[config.mk]
export PLATFORM = sky130hd
export DESIGN_NAME = iso7816_line_scheduler
export DESIGN_NICKNAME = d
export VERILOG_FILES = /design/src/rtl/iso7816_pkg.sv /design/src/rtl/iso7816_etu_ticker.sv /design/src/rtl/iso7816_line_scheduler.sv
export SDC_FILE = /design/constraint.sdc
export NUM_CORES = 1
export LEC_CHECK = 0
export ABC_AREA = 1
export ABC_CLOCK_PERIOD_IN_PS = 2650
export CORE_MARGIN = 4
export CORE_UTILIZATION = 29
export DETAILED_ROUTE_END_ITERATION = 8
export HOLD_SLACK_MARGIN = 0.05
export SLEW_MARGIN = 10
export SYNTH_ARGS = -nofsm -noshare
export SYNTH_HDL_FRONTEND = slang
export SYNTH_SLANG_ARGS = --single-unit
[constraint.sdc]
create_clock -name clk -period 2.65 [get_ports clk]
set_input_delay 0.53 -clock clk [delete_from_list [all_inputs] [get_ports clk]]
set_output_delay 0.53 -clock clk [all_outputs]
set_load 0.1 [all_outputs]
[src/rtl/iso7816_pkg.sv]
// Shared definitions for the ISO7816 line scheduler: FSM state encoding and timing constants.
package iso7816_pkg;

    typedef enum logic [2:0] {
        IDLE  = 3'd0,
        TX    = 3'd1,
        RETRY = 3'd2,
        GUARD = 3'd3,
        RX    = 3'd4
    } lineStateT;

    localparam int RETRY_DELAY_ETU = 2;

    // The Tx core drives the I/O line while sending and while waiting to resend.
    function automatic logic ownsLine(input lineStateT s);
        return (s == TX) || (s == RETRY);
    endfunction

    // Only these states measure time in etu.
    function automatic logic tickerRuns(input lineStateT s);
        return (s == IDLE) || (s == GUARD) || (s == RETRY);
    endfunction

endpackage

[src/rtl/iso7816_etu_ticker.sv]
// Elementary-time-unit ticker: counts 0..clocksPerBit and ticks on the last count.
module iso7816_etu_ticker #(
    parameter int WIDTH = 13
) (
    input  logic             clk,
    input  logic             reset,
    input  logic             enable,
    input  logic             restart,
    input  logic [WIDTH-1:0] clocksPerBit,
    output logic             tick
);

    logic [WIDTH-1:0] countReg;

    always_ff @(posedge clk) begin
        if (reset || restart || !enable) begin
            countReg <= '0;
        end else if (countReg >= clocksPerBit) begin
            countReg <= '0;
        end else begin
            countReg <= countReg + WIDTH'(1);
        end
    end

    assign tick = enable && (countReg == clocksPerBit);

endmodule

[src/rtl/iso7816_line_scheduler.sv]
// Half-duplex owner of the ISO7816 I/O line: arbitrates Tx/Rx, enforces guard time,
// retransmits on card error signal and flags character-waiting-time expiry.
module iso7816_line_scheduler
    import iso7816_pkg::*;
#(
    parameter int CLOCK_PER_BIT_WIDTH = 13,
    parameter int GT_WIDTH            = 8,
    parameter int WT_WIDTH            = 24,
    parameter int RETRY_WIDTH         = 2
) (
    input  logic                           clk,
    input  logic                           reset,
    input  logic [CLOCK_PER_BIT_WIDTH-1:0] clocksPerBit,
    input  logic [GT_WIDTH-1:0]            guardEtu,
    input  logic [WT_WIDTH-1:0]            waitEtu,
    input  logic [RETRY_WIDTH-1:0]         maxRetries,
    input  logic                           rxEnable,
    input  logic                           txReq,
    input  logic [7:0]                     txData,
    output logic                           txAck,
    output logic                           txDone,
    output logic                           txFail,
    output logic                           waitTimeout,
    output logic                           lineDirTx,
    output logic                           txCoreStart,
    output logic [7:0]                     txCoreData,
    input  logic                           txCoreEndOfTx,
    input  logic                           txCoreErrSig,
    input  logic                           rxCoreStartBit,
    input  logic                           rxCoreRun,
    input  logic                           rxCoreStopBit,
    input  logic                           rxCoreEndOfRx,
    output logic [2:0]                     state
);

    localparam int PULSE_COUNT = 5;

    lineStateT              stateReg, stateNext;
    logic [RETRY_WIDTH-1:0] retryReg, retryNext;
    logic [GT_WIDTH-1:0]    delayReg, delayNext;
    logic [WT_WIDTH-1:0]    wtReg, wtNext;
    logic [7:0]             dataReg, dataNext;
    logic                   lineDirReg, lineDirNext;
    logic [PULSE_COUNT-1:0] pulseReg, pulseNext;
    logic                   ackNext, startNext, doneNext, failNext, timeoutNext;
    logic                   etuTick;

    iso7816_etu_ticker #(.WIDTH(CLOCK_PER_BIT_WIDTH)) etuTicker (
        .clk          (clk),
        .reset        (reset),
        .enable       (tickerRuns(stateReg)),
        .restart      (stateNext != stateReg),
        .clocksPerBit (clocksPerBit),
        .tick         (etuTick)
    );

    always_comb begin
        stateNext   = stateReg;
        retryNext   = retryReg;
        delayNext   = delayReg;
        wtNext      = wtReg;
        dataNext    = dataReg;
        ackNext     = 1'b0;
        startNext   = 1'b0;
        doneNext    = 1'b0;
        failNext    = 1'b0;
        timeoutNext = 1'b0;

        case (stateReg)
            IDLE: begin
                // A card start bit owns the line first; txReq simply stays pending.
                if (rxCoreStartBit) begin
                    stateNext = RX;
                end else if (txReq) begin
                    stateNext = TX;
                    ackNext   = 1'b1;
                    startNext = 1'b1;
                    dataNext  = txData;
                    retryNext = '0;
                end
            end
            TX: begin
                if (txCoreEndOfTx) begin
                    if (!txCoreErrSig) begin
                        doneNext  = 1'b1;
                        wtNext    = '0;
                        stateNext = GUARD;
                    end else if (retryReg < maxRetries) begin
                        retryNext = retryReg + RETRY_WIDTH'(1);
                        stateNext = RETRY;
                    end else begin
                        failNext  = 1'b1;
                        wtNext    = '0;
                        stateNext = GUARD;
                    end
                end
            end
            RETRY: begin
                if (etuTick) begin
                    if (delayReg == GT_WIDTH'(RETRY_DELAY_ETU - 1)) begin
                        stateNext = TX;
                        startNext = 1'b1;
                    end else begin
                        delayNext = delayReg + GT_WIDTH'(1);
                    end
                end
            end
            GUARD: begin
                if (guardEtu == '0) begin
                    stateNext = IDLE;
                end else if (etuTick) begin
                    if (delayReg + GT_WIDTH'(1) == guardEtu) begin
                        stateNext = IDLE;
                    end else begin
                        delayNext = delayReg + GT_WIDTH'(1);
                    end
                end
            end
            RX: begin
                if (rxCoreEndOfRx) begin
                    stateNext = IDLE;
                    wtNext    = '0;
                end else if (!rxCoreStartBit && !rxCoreRun && !rxCoreStopBit) begin
                    stateNext = IDLE;
                end
            end
            default: stateNext = IDLE;
        endcase

        if (stateNext != stateReg) begin
            delayNext = '0;
        end

        // WT counter saturates at waitEtu so the timeout pulse fires only once per clear.
        if (stateNext == RX && stateReg != RX) begin
            wtNext = '0;
        end else if (!rxEnable) begin
            wtNext = '0;
        end else if (etuTick && (stateReg == IDLE || stateReg == GUARD)
                     && waitEtu != '0 && wtReg < waitEtu) begin
            wtNext = wtReg + WT_WIDTH'(1);
            if (wtReg + WT_WIDTH'(1) == waitEtu) begin
                timeoutNext = 1'b1;
            end
        end
    end

    assign lineDirNext = ownsLine(stateNext);
    assign pulseNext   = {timeoutNext, failNext, doneNext, startNext, ackNext};

    always_ff @(posedge clk) begin
        if (reset) begin
            stateReg   <= IDLE;
            retryReg   <= '0;
            delayReg   <= '0;
            wtReg      <= '0;
            dataReg    <= '0;
            lineDirReg <= 1'b0;
        end else begin
            stateReg   <= stateNext;
            retryReg   <= retryNext;
            delayReg   <= delayNext;
            wtReg      <= wtNext;
            dataReg    <= dataNext;
            lineDirReg <= lineDirNext;
        end
    end

    generate
        for (genvar gi = 0; gi < PULSE_COUNT; gi++) begin : gPulse
            always_ff @(posedge clk) begin
                if (reset) begin
                    pulseReg[gi] <= 1'b0;
                end else begin
                    pulseReg[gi] <= pulseNext[gi];
                end
            end
        end
    endgenerate

    assign txAck       = pulseReg[0];
    assign txCoreStart = pulseReg[1];
    assign txDone      = pulseReg[2];
    assign txFail      = pulseReg[3];
    assign waitTimeout = pulseReg[4];
    assign lineDirTx   = lineDirReg;
    assign txCoreData  = dataReg;
    assign state       = stateReg;

endmodule

==> tab_implementation.tex, run 1 <==
\begin{tabular}{lr}
\hline
Metric & Value \\
\hline
\multicolumn{2}{l}{\textbf{CTS}} \\
\quad Clock insertion delay at the later pin of the skew report & 0.34 ns \\
\quad Deepest clock path buffer count & 2 \\
\quad Htree depth & 3 \\
\quad Root buf cell & clkbuf\_16 \\
\quad Total number of clock tree sinks & 64 \\
\quad Hold buffers post-CTS & 0 \\
\quad Clock transition at the register clock pins on the worst setup and hold paths after CTS & 0.06 ns \\
\quad Number of clock buffers inserted by TritonCTS & 9 \\
\quad CTS tree & built \\
\multicolumn{2}{l}{\textbf{Timing}} \\
\quad Slew of the pin with the lowest slew margin & 0.4675 ns \\
\quad Setup-violating endpoint count in the final report & 0 \\
\quad Normalized max-slew margin & 68.50\% \\
\quad Tcrit/Tclk final & 94.35\% \\
\quad Final slew viol count & 0 \\
\quad Worst hold slack & 0.4740 ns \\
\quad Number of failing hold endpoints at the final stage & 0 \\
\quad Clk\_skew & 0.007426 ns \\
\quad Minimum period implied by the final worst setup slack & 2.500 ns \\
\quad RSZ-0062 raised after global routing & yes \\
\quad Highest clock frequency the design can meet & 400.0 MHz \\
\multicolumn{2}{l}{\textbf{Synth}} \\
\quad Post-Synth Simple-Gate Area & 40.60\% \\
\quad Seq cells post-synth & 64 \\
\quad Main flop type after synthesis & dfxtp\_1 \\
\quad Netlist cell types & 35 \\
\quad Sequential element share of the synthesized area & 25.41\% \\
\quad Synthesized-area fraction occupied by adder cells & 10.42\% \\
\quad XOR/XNOR share of the synthesized area & 3.821\% \\
\quad Area of the mapped netlist & 5042 um\^{}2 \\
\quad Multiplexer area fraction after synthesis & 0\% \\
\quad Number of standard cells after synthesis & 813 \\
\quad Count of yosys warnings during synthesis & 0 \\
\quad Async set-or-reset flop fraction in the synthesized netlist & 0\% \\
\quad Complex-gate fraction of the synthesized area & 9.702\% \\
\quad Mean area per synthesized cell & 6.202 um\^{}2 \\
\quad Combinational family with the most area after synthesis & simple AND/OR/NAND/NOR gates \\
\quad Post-synth net total & 920 \\
\quad Count of flip-flops with a built-in enable after synthesis & 0 \\
\multicolumn{2}{l}{\textbf{Power}} \\
\quad Leak pwr & 2.927 nW \\
\quad Clock power share & 44.7\% \\
\quad Part of the total power dissipated in combinational logic & 20.1\% \\
\quad Sw frac & 28.30\% \\
\quad Maximum vdd drop & 392.3 uV \\
\quad Net Switching & 0.0008090 W \\
\quad Cell internal pwr & 0.002050 W \\
\quad Power consumption & 0.002859 W \\
\quad Power density over the cells & 426.1 nW/um\^{}2 \\
\quad Seq pwr share & 35.1\% \\
\multicolumn{2}{l}{\textbf{Worst setup path}} \\
\quad Category of the critical setup timing path & input port to register \\
\quad CP endpoint kind & register \\
\quad Worst-case reg-to-reg path depth & 16 \\
\quad Required time of the critical path & 2.92 ns \\
\quad Maximum net fanout on the critical path & 12 \\
\quad Worst reg2reg setup slack & 0.38 ns \\
\quad Crit path launch type & input port \\
\quad Endpoint arrival time on the critical path & 2.77 ns \\
\multicolumn{2}{l}{\textbf{Layout}} \\
\quad Layout cell share with drive strength beyond 1 & 11.51\% \\
\quad Most common library cell in the layout ignoring fill and taps & nand2\_1 \\
\quad Area growth from synthesis to layout & 33.08\% \\
\quad Post-layout util & 39.90\% \\
\quad Diode count & 0 \\
\quad Final nets & 1042 \\
\quad Leading cell types in the layout, fill and taps excluded & nand2\_1 (195), inv\_1 (110), nand3\_1 (104) \\
\multicolumn{2}{l}{\textbf{Die}} \\
\quad Vertical die dimension & 139.9 um \\
\quad Floorplan row count & 47 \\
\quad Standard cell core area & 16820 um\^{}2 \\
\quad Die width & 139.9 um \\
\quad Total I/O pin count & 82 \\
\quad Die Footprint & 19560 um\^{}2 \\
\quad Initial core utilization & 29.98\% \\
\multicolumn{2}{l}{\textbf{Detailed routing}} \\
\quad DRC Markers & 0 \\
\quad Via-per-instance ratio & 4.752 \\
\quad Overall via count from detail\_route & 5503 \\
\quad Average detailed-routed wire length per instance & 12.54 um \\
\quad Violation count after the first detailed-route iteration & 351 \\
\quad Post-detailed-route count of antenna-violating nets & 0 \\
\quad First-pass DRT Iterations & 7 \\
\quad Total Routed Length & 14.52 mm \\
\multicolumn{2}{l}{\textbf{Global routing}} \\
\quad Residual overflow from global routing & 0 \\
\quad Global-route wire length before repair & 23.89 mm \\
\quad Maximum number of pins on one net before global-route repair & 26 \\
\quad GRT Resource Usage Total & 14.74\% \\
\quad Antenna violations before repair & 0 \\
\quad Vias in the first global route & 5116 \\
\multicolumn{2}{l}{\textbf{Worst hold path}} \\
\quad Hold WC Path Type & register to register \\
\quad Worst Hold Path Cells & 1 \\
\multicolumn{2}{l}{\textbf{Placement}} \\
\quad HPWL Detailed & 11.55 mm \\
\quad Placer's final routability congestion estimate & 0.8814 \\
\quad IO buf count & 81 \\
\multicolumn{2}{l}{\textbf{Flow run}} \\
\quad Max-capacitance violation count & 0 \\
\multicolumn{2}{l}{\textbf{Run status}} \\
\quad Outcome & complete, no violations \\
\hline
\end{tabular}
-- power groups by stage --
| stage | clock, W | combinational [W] | sequential (W) |
|---|---|---|---|
| after detailed placement | 0 | 0.000575 | 0.00103 |
| after floorplan | 0 | 0.000207 | 0.00115 |
| after CTS | 0.00131 | 0.000577 | 0.00100 |
| after global routing | 0.00135 | 0.000628 | 0.00101 |
| after global placement | 0 | 0.000575 | 0.00102 |
| final | 0.00128 | 0.000575 | 0.00100 |
-- sequential cells by signal, indices dropped and copies added, names as in the netlist --
name,count
state,3
retryReg,2
txCoreData,8
txCoreStart,1
txAck,1
txDone,1
txFail,1
etuTicker.countReg,13
waitTimeout,1
wtReg,24
lineDirTx,1
delayReg,8
-- per-stage QoR --
stage | setup WS (ns) | std cells | area (um^2) | TNS [ns]
final | 0.1498 | 1158 | 6710 | 0
after global routing | -0.004972 | 1158 | 6710 | -0.007398
after CTS | 0.004397 | 1157 | 6684 | 0
after detailed placement | -0.5090 | 1143 | 6370 | -16.25
after global placement | -0.4032 | 1143 | 6370 | -13.74
after floorplan | 0.2371 | 813 | 5042 | 0
-- critical path, cell delays in order --
cell and delay, ns:
clkdlybuf4s50_1 0.50, inv_1 0.05, ha_1 0.29, nand2_1 0.08, nor2_2 0.12, nand4_1 0.14, nor2_2 0.19, nand3_1 0.11
a21oi_2 0.18, nand2_2 0.15, clkinv_2 0.20, nand3_1 0.11, a21oi_1 0.13
-- worst paths after layout --
path / startpoint / endpoint
setup / recovery: clocksPerBit[12] / wtReg[3]
hold / removal: etuTicker.countReg[0] / etuTicker.countReg[0]
setup reg to reg: wtReg[0] / waitTimeout
hold reg to reg: etuTicker.countReg[0] / etuTicker.countReg[0]
-- repair_timing --
item | in CTS | in global routing
setup endpoints to repair | 25 | 47
pin swaps | 0 | 2
gates cloned | 0 | 1
gates resized for setup | 2 | 8
buffers inserted | 0 | 0
-- synthesized netlist by cell type (all sizes together), types with 6 or more instances --
library cell	n	share of area, %
buf	6	0.82
nor3	16	1.8
dfxtp	64	25
nand3	105	11
nand4	24	3.0
o21ai	31	3.1
nand2	200	15
inv	114	8.5
nor2	105	8.5
clkbuf	9	0.67
a21oi	52	5.2
ha	42	10
xor2	15	2.6
xnor2	7	1.2
-- final cells by class --
type                            count  area (um^2)
Clock buffer                       10        239.0
Clock inverter                      4        70.07
Multi-Input combinational cell    619         3276
Inverter                          115        436.7
Sequential cell                    64         1281
Tap cell                          220        275.3
Fill cell                        1815        10110
Timing Repair Buffer              125         1127
Timing Repair inverter              1        5.005
-- cells by family (layout without fill, tap and decap cells) --
| kind of cell | Yosys count | count (layout) |
|---|---|---|
| compound gates | 92 | 92 |
| simple gates | 463 | 463 |
| buf+inv | 130 | 255 |
| fa+ha+maj | 42 | 42 |
| xor+xnor | 22 | 22 |
| flops | 64 | 64 |
-- metal layers --
layer,vias to the layer above,GRT usage [%],wire (um)
met3,23,4.803,1026
li1,2894,-,-
met1,2434,18.75,6875
met4,0,3.468,218
met2,152,24.31,6401
met5,-,0,0
(Power assumes the default switching activity.)
==> inputs of run 2 (changes only) <==
--- a/config.mk
+++ b/config.mk
@@ -7,10 +7,13 @@
 export LEC_CHECK = 0
 export ABC_AREA = 1
 export ABC_CLOCK_PERIOD_IN_PS = 2650
+export CELL_PAD_IN_SITES_DETAIL_PLACEMENT = 0
+export CELL_PAD_IN_SITES_GLOBAL_PLACEMENT = 1
 export CORE_MARGIN = 4
 export CORE_UTILIZATION = 29
 export DETAILED_ROUTE_END_ITERATION = 8
 export HOLD_SLACK_MARGIN = 0.05
+export PLACE_DENSITY_LB_ADDON = 0.1
 export SLEW_MARGIN = 10
 export SYNTH_ARGS = -nofsm -noshare
 export SYNTH_HDL_FRONTEND = slang
==> tab_implementation.tex, run 2 (synthesis results as in run 1) <==
\begin{tabular}{lr}
\hline
Metric & Value \\
\hline
\multicolumn{2}{l}{\textbf{Timing}} \\
\quad Clk\_skew & 0.007598 ns (+0.0001712 ns) \\
\quad Setup TNS Final & 0 ns (unchanged) \\
\quad Tcrit/Tclk final & 93.39\% (-0.96 points) \\
\quad Final setup margin & 0.1752 ns (+0.02542 ns) \\
\quad Final slew viol count & 0 (unchanged) \\
\quad Slew of the pin with the lowest slew margin & 0.4311 ns (-0.03642 ns) \\
\quad Highest clock frequency the design can meet & 404.1 MHz (+1.0\%) \\
\quad Normalized max-slew margin & 71.09\% (+2.6 points) \\
\quad Minimum period implied by the final worst setup slack & 2.475 ns (-0.02542 ns) \\
\quad Setup-violating endpoint count in the final report & 0 (unchanged) \\
\quad Number of failing hold endpoints at the final stage & 0 (unchanged) \\
\multicolumn{2}{l}{\textbf{Placement}} \\
\quad IO buf count & 81 (unchanged) \\
\quad Worst slack at placement & -0.3003 ns (+0.2087 ns) \\
\quad HPWL Detailed & 12.50 mm (+8.2\%) \\
\quad Placer's final routability congestion estimate & 0.8164 (-7.4\%) \\
\multicolumn{2}{l}{\textbf{Worst setup path}} \\
\quad Endpoint arrival time on the critical path & 2.71 ns (-0.06 ns) \\
\quad Required time of the critical path & 2.89 ns (-0.03 ns) \\
\quad Maximum net fanout on the critical path & 6 (-6) \\
\quad CP endpoint kind & register \\
\quad Category of the critical setup timing path & input port to register \\
\quad Crit path launch type & input port \\
\multicolumn{2}{l}{\textbf{CTS}} \\
\quad Number of clock buffers inserted by TritonCTS & 9 (unchanged) \\
\quad CTS tree & built \\
\quad Total number of clock tree sinks & 64 (unchanged) \\
\quad Root buf cell & clkbuf\_16 \\
\quad Deepest clock path buffer count & 2 (unchanged) \\
\quad Htree depth & 3 (unchanged) \\
\quad Clock transition at the register clock pins on the worst setup and hold paths after CTS & 0.06 ns (about the same) \\
\quad Hold buffers post-CTS & 0 (unchanged) \\
\quad Clock insertion delay at the later pin of the skew report & 0.34 ns (about the same) \\
\multicolumn{2}{l}{\textbf{Layout}} \\
\quad Diode count & 0 (unchanged) \\
\quad Fill cell count & 1844 (+1.6\%) \\
\quad Area of the multi-input gates & 3412 um\^{}2 (+4.2\%) \\
\quad Top register by number of flip-flops & wtReg \\
\quad Layout cell share with drive strength beyond 1 & 15.69\% (+4.2 points) \\
\quad Most common library cell in the layout ignoring fill and taps & nand2\_1 \\
\quad Area taken by flip-flops and latches & 1281 um\^{}2 (unchanged) \\
\quad Final nets & 1058 (+1.5\%) \\
\quad Leading cell types in the layout, fill and taps excluded & nand2\_1 (188), inv\_1 (107), nand3\_1 (99) \\
\quad Largest register FFs & 24 (unchanged) \\
\quad Registers with the most flip-flops & wtReg: 24 flops, etuTicker.countReg: 13 flops \\
\quad Area growth from synthesis to layout & 39.03\% \\
\multicolumn{2}{l}{\textbf{Power}} \\
\quad Leak pwr & 3.039 nW (+3.8\%) \\
\quad Power density over the cells & 406.2 nW/um\^{}2 (-4.7\%) \\
\quad Maximum vdd drop & 289.2 uV (-26\%) \\
\multicolumn{2}{l}{\textbf{Flow run}} \\
\quad Max-capacitance violation count & 0 (unchanged) \\
\multicolumn{2}{l}{\textbf{Die}} \\
\quad Die Footprint & 19560 um\^{}2 (unchanged) \\
\quad Initial core utilization & 29.98\% (unchanged) \\
\quad Total I/O pin count & 82 (unchanged) \\
\quad Vertical die dimension & 139.9 um (unchanged) \\
\quad Die width & 139.9 um (unchanged) \\
\quad Floorplan row count & 47 (unchanged) \\
\quad Standard cell core area & 16820 um\^{}2 (unchanged) \\
\multicolumn{2}{l}{\textbf{Worst hold path}} \\
\quad Hold WC Path Type & register to register \\
\multicolumn{2}{l}{\textbf{Global routing}} \\
\quad GRT Resource Usage Total & 16.15\% (+1.4 points) \\
\quad Maximum number of pins on one net before global-route repair & 26 (unchanged) \\
\quad Antenna violations before repair & 0 (unchanged) \\
\quad Vias in the first global route & 5292 (+3.4\%) \\
\quad Residual overflow from global routing & 0 (unchanged) \\
\quad Global-route wire length before repair & 25.94 mm (+8.6\%) \\
\multicolumn{2}{l}{\textbf{Detailed routing}} \\
\quad Violation count after the first detailed-route iteration & 298 (-15\%) \\
\quad Post-detailed-route count of antenna-violating nets & 0 (unchanged) \\
\quad First-pass DRT Iterations & 5 (-2) \\
\quad Via-per-instance ratio & 4.719 (-0.69\%) \\
\quad Total Routed Length & 15.92 mm (+9.6\%) \\
\quad Overall via count from detail\_route & 5550 (+0.85\%) \\
\quad DRC Markers & 0 (unchanged) \\
\quad Average detailed-routed wire length per instance & 13.53 um (+7.9\%) \\
\multicolumn{2}{l}{\textbf{Run status}} \\
\quad Outcome & complete, no violations \\
\hline
\end{tabular}
==> run 2: cell types whose count changed in the layout (fill, tap and decap cells not counted), sizes merged <==
cell / change
dlymetal6s2s: +1
clkinv: +2
clkbuf: +1
clkdlybuf4s50: -1
inv: +1
buf: +15
bufinv: -1
==> run 2: worst paths after layout <==
check / from / endpoint / slack [ns] / depth (start not counted)
max: clocksPerBit[6] / etuTicker.countReg[2] / 0.18 / 17
min: etuTicker.countReg[0] / etuTicker.countReg[0] / 0.49 / 1
max reg2reg: delayReg[0] / etuTicker.countReg[2] / 0.32 / 15
min reg2reg: etuTicker.countReg[0] / etuTicker.countReg[0] / 0.49 / 1
==> run 2: critical path: stages <==
cell,delay (ns)
clkdlybuf4s50_1,0.45
inv_1,0.04
ha_1,0.29
nand2_1,0.11
inv_1,0.07
buf_4,0.13
nand4_1,0.15
nor2_1,0.06
nand2_1,0.09
nand2_1,0.06
nor2_2,0.15
nand2_2,0.10
nand2_2,0.09
nand2_4,0.07
nand3_4,0.10
clkbuf_16,0.17
nor2_2,0.03
==> run 2: routing by layer <==
layer,wire (um),GRT usage [%]
met5,0,0
met4,180,4.437
met3,904,3.259
met2,6923,25.45
met1,7908,22.46
==> run 2: power by group <==
group / switching [W] / leakage [nW] / internal (W) / total (W)
combinational: 0.000372 / 2.37 / 0.000254 / 0.000626
clock: 0.000487 / 0.150 / 0.000730 / 0.00122
sequential: 0.0000193 / 0.518 / 0.000986 / 0.00101
==> run 2: area by class of cell <==
type	count	area share (%)
Clock inverter	7	1.017
Inverter	115	6.229
Tap cell	220	3.926
Multi-Input combinational cell	619	48.67
Timing Repair Buffer	142	18.67
Sequential cell	64	18.28
Clock buffer	9	3.213
==> run 2: metrics by stage <==
stage,cell area (um^2),cells,power (W),hold slack (ns),util [%]
final,7010,1176,0.002848,0.4857,41.68
after detailed placement,6476,1156,0.001617,0.4706,38.51
after global placement,6476,1156,0.001612,0.4449,38.51
after floorplan,5042,813,0.001356,0.4297,-
after global routing,7010,1176,0.002978,0.5165,41.68
after CTS,6773,1172,0.002849,0.4848,40.27
==> run 2: what timing repair did <==
action	4_1_cts	5_1_grt
gates resized for setup	0	41
buffers inserted	0	1
setup endpoints to repair	0	47
==> inputs of run 3 (changes only) <==
--- a/config.mk
+++ b/config.mk
@@ -9,9 +9,10 @@
 export ABC_CLOCK_PERIOD_IN_PS = 2650
 export CELL_PAD_IN_SITES_DETAIL_PLACEMENT = 0
 export CELL_PAD_IN_SITES_GLOBAL_PLACEMENT = 1
-export CORE_MARGIN = 4
+export CORE_MARGIN = 3
 export CORE_UTILIZATION = 29
 export DETAILED_ROUTE_END_ITERATION = 8
+export DONT_BUFFER_PORTS = 1
 export HOLD_SLACK_MARGIN = 0.05
 export PLACE_DENSITY_LB_ADDON = 0.1
 export SLEW_MARGIN = 10
==> tab_implementation.tex, run 3 (synthesis results as in run 1) <==
\begin{tabular}{lr}
\hline
Metric & Value \\
\hline
\multicolumn{2}{l}{\textbf{Run status}} \\
\quad Outcome & complete, no violations \\
\multicolumn{2}{l}{\textbf{Power}} \\
\quad Leak pwr & 2.508 nW (-17\%) \\
\quad Power density over the cells & 452.1 nW/um\^{}2 (+11\%) \\
\quad Maximum vdd drop & 273.5 uV (-5.4\%) \\
\quad Power consumption & 0.002621 W (-8.0\%) \\
\multicolumn{2}{l}{\textbf{Global routing}} \\
\quad Residual overflow from global routing & 0 (unchanged) \\
\quad GRT Resource Usage Total & 16.90\% (+0.75 points) \\
\quad Maximum number of pins on one net before global-route repair & 26 (unchanged) \\
\quad Antenna violations before repair & 0 (unchanged) \\
\quad Global-route wire length before repair & 25.07 mm (-3.3\%) \\
\quad Vias in the first global route & 5030 (-5.0\%) \\
\multicolumn{2}{l}{\textbf{Timing}} \\
\quad Setup TNS Final & 0 ns (unchanged) \\
\quad Highest clock frequency the design can meet & 409.3 MHz (+1.3\%) \\
\quad Worst hold slack & 0.2619 ns (-0.2238 ns) \\
\quad RSZ-0062 raised after global routing & yes \\
\quad Normalized max-slew margin & 70.34\% (-0.75 points) \\
\quad Number of failing hold endpoints at the final stage & 0 (unchanged) \\
\quad Setup-violating endpoint count in the final report & 0 (unchanged) \\
\quad Slew of the pin with the lowest slew margin & 0.4403 ns (+0.009173 ns) \\
\quad Clk\_skew & 0.008533 ns (+0.0009354 ns) \\
\quad Final slew viol count & 0 (unchanged) \\
\quad Tcrit/Tclk final & 92.20\% (-1.2 points) \\
\quad Minimum period implied by the final worst setup slack & 2.443 ns (-0.03161 ns) \\
\multicolumn{2}{l}{\textbf{Layout}} \\
\quad Registers with the most flip-flops & wtReg: 24 flops, etuTicker.countReg: 13 flops \\
\quad Post-layout util & 34.47\% (-7.2 points) \\
\quad Top register by number of flip-flops & wtReg \\
\quad Most common library cell in the layout ignoring fill and taps & nand2\_1 \\
\quad Diode count & 0 (unchanged) \\
\quad Fill cell count & 1900 (+3.0\%) \\
\quad Final nets & 950 (-10\%) \\
\quad Layout cell share with drive strength beyond 1 & 8.844\% (-6.8 points) \\
\quad Area growth from synthesis to layout & 14.96\% \\
\quad Leading cell types in the layout, fill and taps excluded & nand2\_1 (197), inv\_1 (110), nand3\_1 (104) \\
\quad Summed area of non-filler cells in the final layout & 5797 um\^{}2 (-17\%) \\
\quad Largest register FFs & 24 (unchanged) \\
\multicolumn{2}{l}{\textbf{Detailed routing}} \\
\quad Post-detailed-route count of antenna-violating nets & 0 (unchanged) \\
\quad Via-per-instance ratio & 4.794 (+1.6\%) \\
\quad First-pass DRT Iterations & 4 (-1) \\
\quad Wire length on met1 & 7.732 mm (-2.2\%) \\
\quad Violation count after the first detailed-route iteration & 281 (-5.7\%) \\
\quad Wire length on met2 & 6.681 mm (-3.5\%) \\
\quad Total Routed Length & 15.55 mm (-2.3\%) \\
\quad DRC Markers & 0 (unchanged) \\
\quad Total met3 wirelength after detailed routing & 948 um (+4.9\%) \\
\quad Average detailed-routed wire length per instance & 14.56 um (+7.6\%) \\
\quad Uppermost routed layer & met4 \\
\quad Overall via count from detail\_route & 5120 (-7.7\%) \\
\multicolumn{2}{l}{\textbf{Worst setup path}} \\
\quad Endpoint arrival time on the critical path & 2.71 ns (about the same) \\
\quad Worst path depth & 13 (-4) \\
\quad Family of cells with the greatest summed delay on the critical path & simple AND/OR/NAND/NOR gates \\
\quad Most used cell along the critical path & nand3\_1 \\
\quad Maximum net fanout on the critical path & 13 (+7) \\
\quad Slowest Stage Delay on Critical Path & 0.35 ns (-0.10 ns) \\
\quad Crit path cell chain & buf\_4, ha\_1, xor2\_1, nand2\_1, nor2\_1, nand3\_1, nor2\_1, nand3\_1, nand2\_2, nand3\_1, nand2\_1, nand3\_2, nor2\_2 \\
\quad CP endpoint kind & register \\
\quad Worst Path Buf+Inv & 1 (-4) \\
\quad Crit path launch type & register \\
\quad Required time of the critical path & 2.91 ns (+0.02 ns) \\
\quad Category of the critical setup timing path & register to register \\
\quad Crit-path slowest cell & nand3\_2 \\
\quad Worst-case reg-to-reg path depth & 13 (-2) \\
\multicolumn{2}{l}{\textbf{Worst hold path}} \\
\quad Worst Hold Path Cells & 1 (unchanged) \\
\quad Hold WC Path Type & input port to register \\
\multicolumn{2}{l}{\textbf{Placement}} \\
\quad Placer's final routability congestion estimate & 0.8347 (+2.2\%) \\
\quad Post-DP Area & 5498 um\^{}2 (-15\%) \\
\quad IO buf count & 0 (-100\%) \\
\quad HPWL Detailed & 12.35 mm (-1.1\%) \\
\multicolumn{2}{l}{\textbf{Die}} \\
\quad Die width & 137.9 um (-1.4\%) \\
\quad Die Footprint & 19010 um\^{}2 (-2.8\%) \\
\quad Vertical die dimension & 137.9 um (-1.4\%) \\
\quad Floorplan row count & 47 (unchanged) \\
\quad Standard cell core area & 16820 um\^{}2 (unchanged) \\
\quad Total I/O pin count & 82 (unchanged) \\
\quad Initial core utilization & 29.98\% (unchanged) \\
\multicolumn{2}{l}{\textbf{CTS}} \\
\quad Number of clock buffers inserted by TritonCTS & 9 (unchanged) \\
\quad Htree depth & 3 (unchanged) \\
\quad Clock insertion delay at the later pin of the skew report & 0.33 ns (about the same) \\
\quad CTS tree & built \\
\quad Total number of clock tree sinks & 64 (unchanged) \\
\quad Clock transition at the register clock pins on the worst setup and hold paths after CTS & 0.06 ns (about the same) \\
\quad Root buf cell & clkbuf\_16 \\
\quad Hold buffers post-CTS & 0 (unchanged) \\
\quad Deepest clock path buffer count & 2 (unchanged) \\
\multicolumn{2}{l}{\textbf{Flow run}} \\
\quad Max-capacitance violation count & 0 (unchanged) \\
\hline
\end{tabular}
-- run 3: cell count changes in the layout (fill, tap and decap cells not counted), moves of 5 or more --
cell             change
nand2_2              -7
nand3_1              +5
buf_4               -37
clkdlybuf4s50_1     -63
nand2_1              +9
-- run 3: worst paths after layout --
kind	from	endpoint	slack, ns
max	delayReg[0]	etuTicker.countReg[7]	0.21
min	reset	txAck	0.26
max reg2reg	delayReg[0]	etuTicker.countReg[7]	0.21
min reg2reg	etuTicker.countReg[0]	etuTicker.countReg[0]	0.46
-- run 3: report_power, final --
part	total (W)	internal (W)	switching [W]
Combinational	0.000430	0.000106	0.000324
Clock	0.00119	0.000727	0.000462
Sequential	0.00100	0.000986	0.0000152
Total	0.00262	0.00182	0.000801
-- run 3: repair_timing --
item,in CTS,in global routing
endpoints found under the setup margin,0,25
gates resized for setup,0,3
endpoints found under the hold margin,0,0
setup buffers,0,0
-- run 3: final cells by class --
cell class,count,area [um^2],area share [%]
Tap cell,220,275.3,4.749
Inverter,115,432.9,7.468
Timing Repair Buffer,34,255.2,4.403
Clock buffer,11,232.7,4.015
Clock inverter,5,57.56,0.9929
Multi-Input combinational cell,619,3262,56.27
Sequential cell,64,1281,22.10
-- run 3: metal layers --
metal / vias to the layer above / GRT usage, %
met3: 13 / 3.991
li1: 2718 / -
met2: 127 / 26.46
met4: 0 / 4.885
met5: - / 0
met1: 2262 / 23.19
-- run 3: through the flow --
step,std cells,setup WS (ns)
4_1_cts,1068,0.1634
3_3_place_gp,1052,0.07763
3_5_place_dp,1052,0.06856
5_1_grt,1068,-0.06641
6_report,1068,0.2068
2_1_floorplan,813,0.2371
